`config.mk`:
```
export PLATFORM = sky130hd
export DESIGN_NAME = conversor_comp2
export DESIGN_NICKNAME = d
export VERILOG_FILES = /design/src/rtl/conversor_comp2_pkg.sv /design/src/rtl/comp2_negate.sv /design/src/rtl/conversor_comp2.sv
export SDC_FILE = /design/constraint.sdc
export NUM_CORES = 1
export LEC_CHECK = 0
export BUFFER_PORTS_ARGS = -buffer_cell sky130_fd_sc_hd__buf_2
export CAP_MARGIN = 5
export CORE_MARGIN = 8
export CORE_UTILIZATION = 40
export CTS_CLUSTER_DIAMETER = 150
export DETAILED_ROUTE_END_ITERATION = 6
export PLACE_DENSITY = 0.68
export SETUP_SLACK_MARGIN = 0.2
export SLEW_MARGIN = 25
export SYNTH_ARGS = -nofsm -noshare
export SYNTH_HDL_FRONTEND = slang
export SYNTH_SLANG_ARGS = --single-unit
```
`constraint.sdc`:
```
create_clock -name clk -period 1.3 [get_ports clk]
set_input_delay 0 -clock clk [delete_from_list [all_inputs] [get_ports clk]]
set_output_delay 0 -clock clk [all_outputs]
set_load 0.02 [all_outputs]
```
`src/rtl/conversor_comp2_pkg.sv`:
```
`default_nettype none
// ============================================================================
//  Module   : conversor_comp2_pkg
//  Brief    : Mode encodings and default width for the two's-complement
//             conversion unit.
//  Revision : 1.0 - initial release
// ============================================================================
package conversor_comp2_pkg;

    localparam int DEFAULT_WIDTH = 6;

    localparam logic [1:0] MODE_NEG  = 2'b00;
    localparam logic [1:0] MODE_PASS = 2'b01;
    localparam logic [1:0] MODE_ABS  = 2'b10;
    localparam logic [1:0] MODE_SM   = 2'b11;

endpackage : conversor_comp2_pkg
`default_nettype wire

```
`src/rtl/comp2_negate.sv`:
```
`default_nettype none
// ============================================================================
//  Module   : comp2_negate
//  Brief    : Combinational two's-complement negation (~x + 1) with a flag
//             for the most-negative value, which has no positive counterpart.
//  Revision : 1.0 - initial release
// ============================================================================
module comp2_negate #(
    parameter int WIDTH = 6
) (
    input  logic [WIDTH-1:0] i_x,
    output logic [WIDTH-1:0] o_y,
    output logic             o_ovf
);

    localparam logic [WIDTH-1:0] c_MIN = {1'b1, {(WIDTH-1){1'b0}}};

    assign o_y   = ~i_x + {{(WIDTH-1){1'b0}}, 1'b1};
    assign o_ovf = (i_x == c_MIN);

endmodule : comp2_negate
`default_nettype wire

```
`src/rtl/conversor_comp2.sv`:
```
`default_nettype none
// ============================================================================
//  Module   : conversor_comp2
//  Brief    : Registered two's-complement conversion unit (negate, pass,
//             absolute value, sign-magnitude to two's complement) with
//             overflow/zero/negative flags. Optional macro COMP2_SAT_EN
//             saturates overflowing results to the largest positive value.
//  Revision : 1.0 - initial release
// ============================================================================
module conversor_comp2
    import conversor_comp2_pkg::*;
#(
    parameter int WIDTH = DEFAULT_WIDTH
) (
    input  logic             clk,
    input  logic             rst,
    input  logic             in_valid,
    input  logic [1:0]       mode,
    input  logic [WIDTH-1:0] A,
    output logic             out_valid,
    output logic [WIDTH-1:0] A_convertido,
    output logic             ovf,
    output logic             zero,
    output logic             neg
);

`ifdef COMP2_SAT_EN
    localparam logic [WIDTH-1:0] c_SAT_MAX = {1'b0, {(WIDTH-1){1'b1}}};
`endif

    logic [WIDTH-1:0] w_mag;
    logic [WIDTH-1:0] w_neg_in;
    logic [WIDTH-1:0] w_neg_out;
    logic             w_neg_ovf;
    logic [WIDTH-1:0] w_res;
    logic             w_ovf;

    logic             r_out_valid;
    logic [WIDTH-1:0] r_res;
    logic             r_ovf;
    logic             r_zero;
    logic             r_neg;

    // Sign-magnitude mode shares the single negator with its zero-extended
    // magnitude; the magnitude can never be the most-negative value.
    assign w_mag    = {1'b0, A[WIDTH-2:0]};
    assign w_neg_in = (mode == MODE_SM) ? w_mag : A;

    comp2_negate #(
        .WIDTH (WIDTH)
    ) u_negate (
        .i_x   (w_neg_in),
        .o_y   (w_neg_out),
        .o_ovf (w_neg_ovf)
    );

    always_comb begin
        w_res = A;
        w_ovf = 1'b0;
        case (mode)
            MODE_NEG: begin
                w_res = w_neg_out;
                w_ovf = w_neg_ovf;
            end
            MODE_PASS: begin
                w_res = A;
                w_ovf = 1'b0;
            end
            MODE_ABS: begin
                w_res = A[WIDTH-1] ? w_neg_out : A;
                w_ovf = w_neg_ovf;
            end
            MODE_SM: begin
                w_res = A[WIDTH-1] ? w_neg_out : w_mag;
                w_ovf = 1'b0;
            end
            default: begin
                w_res = A;
                w_ovf = 1'b0;
            end
        endcase
`ifdef COMP2_SAT_EN
        if (w_ovf) begin
            w_res = c_SAT_MAX;
        end
`endif
    end

    always_ff @(posedge clk) begin
        if (rst) begin
            r_out_valid <= 1'b0;
            r_res       <= '0;
            r_ovf       <= 1'b0;
            r_zero      <= 1'b0;
            r_neg       <= 1'b0;
        end else begin
            r_out_valid <= in_valid;
            if (in_valid) begin
                r_res  <= w_res;
                r_ovf  <= w_ovf;
                r_zero <= (w_res == '0);
                r_neg  <= w_res[WIDTH-1];
            end
        end
    end

    assign out_valid    = r_out_valid;
    assign A_convertido = r_res;
    assign ovf          = r_ovf;
    assign zero         = r_zero;
    assign neg          = r_neg;

endmodule : conversor_comp2
`default_nettype wire

```
==> results.md <==
- Clock slew at reported path FFs: 0.06 ns
- WP buf/inv: 2
- DRT antenna net count: 0
- Register bit total from synthesis: 9
- Total power: 0.672 mW
- # IOs: 21
- CTS root buffer: clkbuf_4
- Post-synthesis simple-gate area fraction: 19.7%
- Worst hold endpoint: A_convertido[4]$_SDFFE_PP0P_
- Clock sink count: 9
- Crit. End Element: register
- H-tree depth: 1
- Synth Flop Type: dfxtp_1
- Seq/Total Area, Yosys: 33.8%
- Max-slew violations: 0
- DR iter-0 viols: 7
- DRC errors left: 0
- Hold Crit Class: input port to register
- CTS tree: built
- First-pass GRT wire length: 1730 um
- Total negative slack: 0 ns
- Multi-input logic area: 300 um^2
- Initial antenna violation count: 0
- # rows: 13
- Switching Power: 0.190 mW
- Cts hold-fix bufs: 0
- Drt wl/cell: 11.5 um
- Die X: 52.5 um
- Post-layout instance area: 663 um^2
- Drt pass-1 iters: 4
- Slowest cell on crit path: or2_1
- Total vias in the final route: 465
- Fillers: 121
- Worst slew margin: 82.6%
- RSZ-0062 raised after global routing: false
- Storage element area: 180 um^2
- Internal: 0.482 mW
- EDFF count, synth: 0
- Net count after synthesis: 68
- Die area: 2760 um^2
- GP Congestion: 0.792
- Comb power frac: 25.2%
- Max cap viols: 0
- Clk Latency, worst-skew pair: 0.25 ns
- Crit-path max cell delay: 0.27 ns
- Main combinational cell family by area after synthesis: compound AO/OA/AOI/OAI gates
- Largest net degree at the start of global routing: 14
- Pre-CTS WS: 0.117 ns
- Dpl cell area: 637 um^2
- Post-route setup slack: 0.378 ns
- Compound-Gate Fraction of Synth Area: 24.6%
- Worst-Margin Slew: 0.259 ns
- Part of the power in registers: 44.5%
- Ant. Diodes: 0
- Cell area after synthesis: 533 um^2
- Final setup violation count: 0
- Vias in the first global route: 413
- Final #Nets: 92
- Peak supply drop: 0.000323 V
- R2R cell count: 2
- Final core utilization: 52.3%
- Critical path required time: 1.45 ns
- Worst r2r dst: zero$_SDFFE_PP0P_
- Average instance area after synthesis: 9.52 um^2
- Total grt overflow: 0
- Pleak: 0.341 nW
- Final HPWL DP: 911 um
- Most frequent cells in the layout: buf_2 (20), dfxtp_1 (9), nor2_1 (9)
- Crit Path Max Fanout: 5
- Final hold vios: 0
- Starting density of the core: 42.0%
- Finished Layout Cells: 94
- Share of cells above drive strength 1: 41.8%
- WS Path Type: input port to register
- Distinct cell type count after synthesis: 28
- Crit path max-delay family: compound AO/OA/AOI/OAI gates
- Fraction of registers with async set/reset: 0%
- Post-DR vias/cell: 4.95
- Net Sw Frac: 28.3%
- RR Startpoint: zero$_SDFFE_PP0P_
- Fin crit share: 70.9%
- CORE AREA: 1270 um^2
- Minimum clock period: 0.922 ns
- R2R setup slack: 0.57 ns
- Hold Slack: 0.0315 ns
- Crit path cell chain: buf_2 > or2_1 > buf_4 > a211oi_1 > a31oi_1 > a41o_1
- Port bufs: 20
- Area delta synth->final: 24.4%
- Synth Instances: 56
- Cts bufs inserted: 3
- Post-CTS sizing: 0
- Worst hold path depth: 2
- CTS Buffer Depth: 2
- Most common cell after layout, fill and taps aside: buf_2
- Post-CTS setup buffer count: 0
- Hold_sp: rst
- Clk_skew: 0 ns
- Placed cell count: 90
- Post-synthesis adder-cell area fraction: 2.35%
- Clk network pwr share: 30.3%
- FMAX: 1.08 GHz
- Mux share of post-synthesis cell area: 3.99%
- Ys Warns: 0
- CP Launch Type: input port
- All-Layer GR Usage: 8.58%
- Status: finished clean
- Crit path DAT: 1.07 ns
- PwrDens: 1010 nW/um^2
- XOR/XNOR share of the synthesized area: 4.93%
- Die Ht: 52.5 um
- Drt total wl: 1080 um
- Levels on crit path: 6
## final cells by class
| class | count | share of cell area (%) |
|---|---|---|
| Clock buffer | 4 | 3.96 |
| Inverter | 4 | 2.26 |
| Multi-Input combinational cell | 39 | 45.3 |
| Sequential cell | 9 | 27.2 |
| Tap cell | 15 | 2.83 |
| Timing Repair Buffer | 23 | 18.5 |
## registers in the layout, summed over array words and instances, names as in the netlist
register	count
zero	1
ovf	1
out_valid	1
A_convertido	6
## kinds of logic after synthesis
family                     count (synthesis)
AOI/OAI and AO/OA                         13
and+or+nand+nor                           20
muxes                                      2
DFF                                        9
buffers and inverters                      8
xor gates and xnor gates                   3
adders and majority gates                  1
## Yosys cell counts (all sizes together) (2+ instances only)
library cell  n  area share, %
dfxtp         9             34
nor2          9            6.3
a211oi        5            8.0
buf           4            7.7
inv           4            2.8
nand2         3            2.1
xnor2         3            4.9
a21oi         2            4.7
## worst max-delay path by stage
stage            start                            to
3_5_place_dp   mode[1]             zero$_SDFFE_PP0P_
5_1_grt           A[0]  A_convertido[4]$_SDFFE_PP0P_
2_1_floorplan  mode[1]             zero$_SDFFE_PP0P_
4_1_cts        mode[1]             zero$_SDFFE_PP0P_
6_report       mode[1]             zero$_SDFFE_PP0P_
3_3_place_gp      A[0]  A_convertido[4]$_SDFFE_PP0P_
## per-layer routing
| metal | part of all wire [%] | up-vias | track usage [%] |
|---|---|---|---|
| met2 | 42 | 16 | 11.1 |
| met5 | 0 | - | 0 |
| met4 | 2.5 | 0 | 9.05 |
| met3 | 8.8 | 2 | 2.56 |
| li1 | - | 245 | - |
| met1 | 47 | 202 | 10.5 |
## power by group through the flow
stage / Sequential, mW / Clock [mW] / Combinational (mW)
3_3_place_gp: 0.305 / 0 / 0.169
4_1_cts: 0.299 / 0.217 / 0.171
3_5_place_dp: 0.305 / 0 / 0.171
2_1_floorplan: 0.327 / 0 / 0.0981
5_1_grt: 0.301 / 0.236 / 0.185
6_report: 0.299 / 0.204 / 0.169
No activity file was read; power rests on OpenSTA's default activity.
